**src/rtl/adder_acc_pkg.sv**
```systemverilog
// Shared types and default widths for the adder result accumulator.
package adder_acc_pkg;

    typedef enum logic [1:0] {
        IDLE  = 2'd0,
        ACCUM = 2'd1,
        HOLD  = 2'd2
    } acc_state_t;

    localparam int ADDER_OUT_W = 33;
    localparam int ACC_W       = 48;

endpackage

```
**src/rtl/adder_result_accumulator.sv**
```systemverilog
// Sums a programmed number of adder results into a wide accumulator and
// presents the total on a ready/valid port.
//
// state | meaning
// IDLE  | waiting for start; result port idle
// ACCUM | absorbing in_valid beats until count reaches the latched length
// HOLD  | total presented with acc_valid until acc_ready
module adder_result_accumulator
    import adder_acc_pkg::*;
#(
    parameter int IN_WIDTH    = ADDER_OUT_W,
    parameter int ACC_WIDTH   = ACC_W,
    parameter int COUNT_WIDTH = 16
) (
    input  logic                   clk,
    input  logic                   reset,
    input  logic                   start,
    input  logic [COUNT_WIDTH-1:0] length,
    input  logic                   in_valid,
    input  logic [IN_WIDTH-1:0]    in_data,
    output logic                   acc_valid,
    input  logic                   acc_ready,
    output logic [ACC_WIDTH-1:0]   acc_data,
    output logic                   acc_overflow,
    output logic                   busy,
    output logic                   drop_err
);

    acc_state_t             state_q, state_d;
    logic [COUNT_WIDTH-1:0] len_q, cnt_q, cnt_inc;
    logic [ACC_WIDTH-1:0]   acc_q;
    logic [ACC_WIDTH:0]     sum;
    logic                   ovf_q, drop_q;
    logic                   take_start, take_data, last_data;

    assign take_start = (state_q == IDLE) && start;
    assign take_data  = (state_q == ACCUM) && in_valid;
    assign cnt_inc    = cnt_q + COUNT_WIDTH'(1);
    assign last_data  = take_data && (cnt_inc == len_q);
    // Extra bit captures the carry out of the accumulator MSB.
    assign sum        = {1'b0, acc_q} + (ACC_WIDTH + 1)'(in_data);

    always_ff @(posedge clk) begin
        if (reset) begin
            state_q <= IDLE;
        end else begin
            state_q <= state_d;
        end
    end

    always_comb begin
        state_d = state_q;
        case (state_q)
            IDLE: begin
                if (start) begin
                    state_d = (length == '0) ? HOLD : ACCUM;
                end
            end
            ACCUM: begin
                if (last_data) begin
                    state_d = HOLD;
                end
            end
            HOLD: begin
                if (acc_ready) begin
                    state_d = IDLE;
                end
            end
            default: state_d = IDLE;
        endcase
    end

    always_comb begin
        acc_valid = (state_q == HOLD);
        busy      = (state_q != IDLE);
    end

    assign acc_data     = acc_q;
    assign acc_overflow = ovf_q;
    assign drop_err     = drop_q;

    always_ff @(posedge clk) begin
        if (reset) begin
            len_q  <= '0;
            cnt_q  <= '0;
            acc_q  <= '0;
            ovf_q  <= 1'b0;
            drop_q <= 1'b0;
        end else if (take_start) begin
            len_q  <= length;
            cnt_q  <= '0;
            acc_q  <= '0;
            ovf_q  <= 1'b0;
            // A beat arriving with start is still a drop, so the clear loses to it.
            drop_q <= in_valid;
        end else if (take_data) begin
            acc_q <= sum[ACC_WIDTH-1:0];
            ovf_q <= ovf_q | sum[ACC_WIDTH];
            cnt_q <= cnt_inc;
        end else if (in_valid && (state_q != ACCUM)) begin
            drop_q <= 1'b1;
        end
    end

endmodule

```
**config.mk**
```make
export PLATFORM = sky130hd
export DESIGN_NAME = adder_result_accumulator
export DESIGN_NICKNAME = d
export VERILOG_FILES = /design/src/rtl/adder_acc_pkg.sv /design/src/rtl/adder_result_accumulator.sv
export SDC_FILE = /design/constraint.sdc
export NUM_CORES = 1
export LEC_CHECK = 0
export ABC_AREA = 1
export CORE_AREA = 5 5 138 127
export CTS_CLUSTER_DIAMETER = 100
export CTS_CLUSTER_SIZE = 14
export DETAILED_ROUTE_END_ITERATION = 10
export DIE_AREA = 0 0 143 132
export PLACE_DENSITY_LB_ADDON = 0.3
export SLEW_MARGIN = 20
export SYNTH_ARGS = -nofsm -noshare
export SYNTH_HDL_FRONTEND = slang
export SYNTH_SLANG_ARGS = --single-unit
```
**constraint.sdc**
```tcl
create_clock -name clk -period 2.6 [get_ports clk]
set_input_delay 0.52 -clock clk [delete_from_list [all_inputs] [get_ports clk]]
set_output_delay 0.52 -clock clk [all_outputs]
set_load 0.02 [all_outputs]
```
Word level (Yosys, flattened, before mapping). Index checks and enable logic that the tools add are counted.

Logic and storage cells: 36. Output and inout bits: 52. Flip-flop bits (word level): 84. Bits of input ports: 54.

Reductions and logical operators: 11. $add $sub $neg: 2. Equal/unequal tests: 8. Bitwise operators: 1. Mux-type cells: 8.

Operators by type and width (count): adder 48 x 33 -> 49 bit (1); adder 16 x 1 -> 16 bit (second input constant) (1); equality test 16 bit (1); logical NOT 16 bit (1); two-way mux 2 bit (4); inequality test 2 bit (second input constant) (3); one-hot mux 2 bit (3 select lines) (1); logical AND 1 bit (4); inequality test 2 x 1 -> 1 bit (second input constant) (2); nonzero test 2 bit (2); two-way mux 1 bit (3); AND reduction 3 bit (1); equality test 2 x 1 -> 1 bit (second input constant) (1); equality test 2 bit (second input constant) (1); logical NOT 2 bit (1); AND reduction 2 bit (1); OR reduction 2 bit (1); bitwise OR 1 bit (1).

Longest topological paths before layout.
Depth after elaboration: 5. Mapped depth: 16. Gate-level depth less buffers: 16.

Worst setup path before layout. No wires, ideal clock.

Path type: input-to-reg. Start: in in_data[0]. End: reg acc_q[22], in the netlist acc_data[22]. Stages: 14. Setup time: 0.114 ns. Path slack: 0.323 ns. Required time: 2.486 ns. Buffers on the path: 0. Data arrival time: 2.164 ns. Path through: ha_1 > fa_1 > nand3_1 > nand2_1 > nand2_1 > nand2_1 > nand2_1 > nand2_1 > a21o_1 > nand2_1 > nand2_1 > xor2_1 > o21bai_1 > inv_1.

Longest elaborated chain between the ends: 1.

RTL lines: start: declaration (line adder_result_accumulator.sv:20) `input logic [IN_WIDTH-1:0] in_data,`; adder 48 x 33 -> 49 bit (line adder_result_accumulator.sv:41) `assign sum = {1'b0, acc_q} + (ACC_WIDTH + 1)'(in_data);`; end signal: assignment (line adder_result_accumulator.sv:97) `acc_q <= sum[ACC_WIDTH-1:0];`; end: declaration (line adder_result_accumulator.sv:31) `logic [ACC_WIDTH-1:0] acc_q;`.

No other way between the ends. A chain may end at the register's enable or synchronous reset.

Worst setup path after layout.
Start: in in_data[0]. End: reg acc_q[14], in the netlist acc_data[14].

The elaborated chain is that of the path after synthesis.

==> run_results.csv <==
group,metric,value,unit
power,pwr-share-clk,30.1,%
worst_setup_path,regToRegSetupSlack,0.41,ns
hold_path,hold_depth,2,
hold_path,hp-class,"flip-flop to flip-flop",
clock_network,cts_setup_buffers,0,
worst_setup_path,max_stage_delay,0.42,ns
timing,hold_violations,0,
hold_path,holdPathEnd,"len_q[0]",
timing,fmax,407,MHz
worst_setup_path,rr_startpoint,"acc_data[0]",
power,cellPowerDensity,499,nW/µm²
logic_synthesis,syn_nets,1077,
layout,diodes,0,
floorplanning,die_y,132,µm
status,status,"complete, no violations",
timing,finalSetupTns,0,ns
layout,layout.nets,1291,
clock_network,clockRootBuffer,"clkbuf_16",
clock_network,htree_levels,3,
power,p_sw,1.54,mW
clock_network,clk_pin_slew,0.06,ns
drt,vias,7185,
worst_setup_path,worstSetupEndpointType,"flip-flop",
logic_synthesis,async_reset_ff_share,0,%
drt,ant_nets,0,
drt,routed_via_density,5.08,
grt,grt_pass1_wl,32.7,mm
power,combPwrFrac,36.1,%
clock_network,cts_resized,0,
logic_synthesis,yosysTopAreaCellShare,26.9,%
timing,worst_pin_slew,0.679,ns
floorplanning,num_rows,44,
placed_design,gp_congestion,0.907,
layout,drive_gt1_share,15.5,%
logic_synthesis,synth.avg_cell_area,6.33,µm²
logic_synthesis,yosys.area.top_type,"dfxtp_1",
power,max-vdd-ir-drop,394,µV
timing,finalCriticalPeriod,2.46,ns
drt,wl_per_cell,14.1,µm
worst_setup_path,cp.arrival,2.70,ns
floorplanning,start_util,39.3,%
logic_synthesis,synth-edff-count,0,
hold_path,hold_path_startpoint,"len_q[0]",
worst_setup_path,crit_type,"input port to flip-flop",
power,pwr-share-seq,33.8,%
logic_synthesis,synthTopCellsByArea,"dfxtp_1 27%, nand2_1 13%, inv_1 8.3%, nor2_1 7.1%, ha_1 6.8%",
timing,slew_violations,0,
grt,grt_overflow,0,
floorplanning,io_pins,106,
floorplanning,die_x,143,µm
worst_setup_path,ff2ff_path_depth,13,
logic_synthesis,yosysMostFrequentCell,"nand2_1",
drt,drcViolationCount,0,
worst_setup_path,r2r_end,"acc_data[14]",
grt,grt_usage,21.0,%
layout,syn_to_final_growth,42.0,%
logic_synthesis,yosys_warnings,0,
logic_synthesis,synth_ff_type,"dfxtp_1",
logic_synthesis,netlist_instances,988,
timing,setup_viol,0,
floorplanning,coreArea,15900,µm²
worst_setup_path,path_cells,"clkdlybuf4s50_1 -> ha_2 -> fa_1 -> nand3_1 -> nand2_1 -> nand2_1 -> nand2_1 -> nand2_1 -> nand2_1 -> a21o_1 -> buf_4 -> xor2_1 -> o21bai_1 -> inv_1",
timing,max_slew_margin,54.7,%
worst_setup_path,crit_top_cell,"nand2_1",
timing,finClkSkew,0.00810,ns
placed_design,dp_hpwl,15.5,mm
logic_synthesis,synth_seq_cells,84,
worst_setup_path,slowest_stage,"clkdlybuf4s50_1",
grt,grt_pass1_vias,6842,
placed_design,placed_cells,1398,
job,maxCapViolCount,0,
clock_network,clkSinkCount,84,
clock_network,hold_buffers,0,
clock_network,tritoncts,"yes",
worst_setup_path,critical_path_required,2.84,ns
worst_setup_path,crit_path_max_fanout,3,
clock_network,cts_buffers,9,
logic_synthesis,syn_area,6250,µm²
timing,fin_crit_sh,94.6,%
layout,instances_no_fill,1414,
drt,drtPass1Iterations,6,
grt,grt_max_degree,64,
power,p_leak,4.06,nW
logic_synthesis,synth_common_cells,"220 x nand2_1, 139 x inv_1, 119 x nor2_1",
placed_design,port_buffers,105,
floorplanning,die_area,18900,µm²
power,swShare,34.8,%
power,p_int,2.89,mW
grt,antenna_found_initial,0,
clock_network,clk_latency,0.35,ns
drt,routed_wl,19.9,mm
power,p_total,4.43,mW
logic_synthesis,ys_seq_area_share,26.9,%
worst_setup_path,cp-start-kind,"input port",
drt,drt_iter0_markers,620,
logic_synthesis,synth.distinct_cells,42,
clock_network,clock_path_buffers,2,
==> metal layers <==
| layer | global-route usage, % | wire length, µm | part of all wire, % | vias to the layer above |
|---|---|---|---|---|
| met5 | 0 | 0 | 0 | - |
| met4 | 5.17 | 275 | 1.4 | 0 |
| met3 | 3.23 | 1220 | 6.1 | 18 |
| met2 | 32.4 | 8470 | 42 | 187 |
| met1 | 30.6 | 9970 | 50 | 3302 |
| li1 | - | - | - | 3678 |
==> metrics by stage <==
| step | hold WS [ns] | cell area, µm² | setup slack, ns | utilization, % |
|---|---|---|---|---|
| 5_1_grt | 0.482 | 8880 | -0.0230 | 55.8 |
| 2_1_floorplan | 0.443 | 6250 | 0.323 | - |
| 4_1_cts | 0.471 | 8700 | 0.0408 | 54.7 |
| 6_report | 0.468 | 8880 | 0.142 | 55.8 |
| 3_5_place_dp | 0.461 | 8400 | -0.315 | 52.8 |
| 3_3_place_gp | 0.461 | 8400 | -0.321 | 52.8 |
==> power groups by stage <==
stage	sequential, mW	clock [mW]	combinational [mW]
finish	1.50	1.33	1.60
global placement	1.52	0	1.53
global route	1.51	1.41	1.77
CTS	1.49	1.37	1.55
detailed placement	1.52	0	1.54
floorplan	1.55	0	0.804
==> cell type report <==
type | count | area (µm²)
clock buffers | 10 | 229
clock inverters | 6 | 72.6
fillers | 1564 | 7030
inverters | 140 | 526
multi-input cells | 742 | 4150
flip-flops and latches | 84 | 1680
well taps | 207 | 259
repair buffers | 225 | 1960
==> kinds of logic (layout without fill, tap and decap cells) <==
logic type,Yosys count,after routing,share of synthesized area [%]
and+or+nand+nor,446,446,30.2
AOI/OAI and AO/OA,231,231,21.3
buffers and inverters,162,381,9.79
DFF,84,84,26.9
adders and majority gates,35,35,7.12
xor gates and xnor gates,30,30,4.64
==> worst max path at each step <==
stage / cells after the start / end / from
global route: 11 / acc_data[42] / in_data[26]
global placement: 14 / acc_data[44] / in_data[2]
finish: 14 / acc_data[14] / in_data[0]
floorplan: 14 / acc_data[22] / in_data[0]
detailed placement: 14 / acc_data[44] / in_data[0]
CTS: 14 / acc_data[44] / in_data[0]
==> critical path: cells and delay by family <==
family / cells / cell delay [ns]
buffers and inverters: 3 / 0.62
xor gates and xnor gates: 1 / 0.14
AOI/OAI and AO/OA: 2 / 0.37
adders and majority gates: 2 / 0.62
and+or+nand+nor: 6 / 0.45
==> sequential cells by signal (all words and copies together), names as in the netlist <==
signal / count
cnt_q: 16
state_q: 2
acc_overflow: 1
len_q: 16
drop_err: 1
acc_data: 48
==> layout by cell type (no fill, tap or decap), types with 2 or more instances in the layout <==
cell and instances:
ha_4 5, xor2_1 21, nand3b_1 4, a21o_1 6, xnor3_1 2, nand3_1 59
o21ai_2 2, a22oi_1 2, nand2_2 10, o21bai_1 31, clkdlybuf4s50_1 105, xnor2_1 7
inv_1 139, dfxtp_1 84, clkbuf_16 9, a21oi_1 67, o21bai_2 2, nand4_1 13
a21boi_0 3, o211ai_1 6, clkinv_4 3, o21ai_1 9, buf_4 119, o21ai_0 78
nor2_1 111, nor3_2 3, a31oi_1 9, nand2_1 215, a21oi_2 8, nor4_1 4
nor2_2 9, ha_1 28, nor3_1 7, nor2_4 4, o21a_1 5
Power figures use the tool's default switching activity.
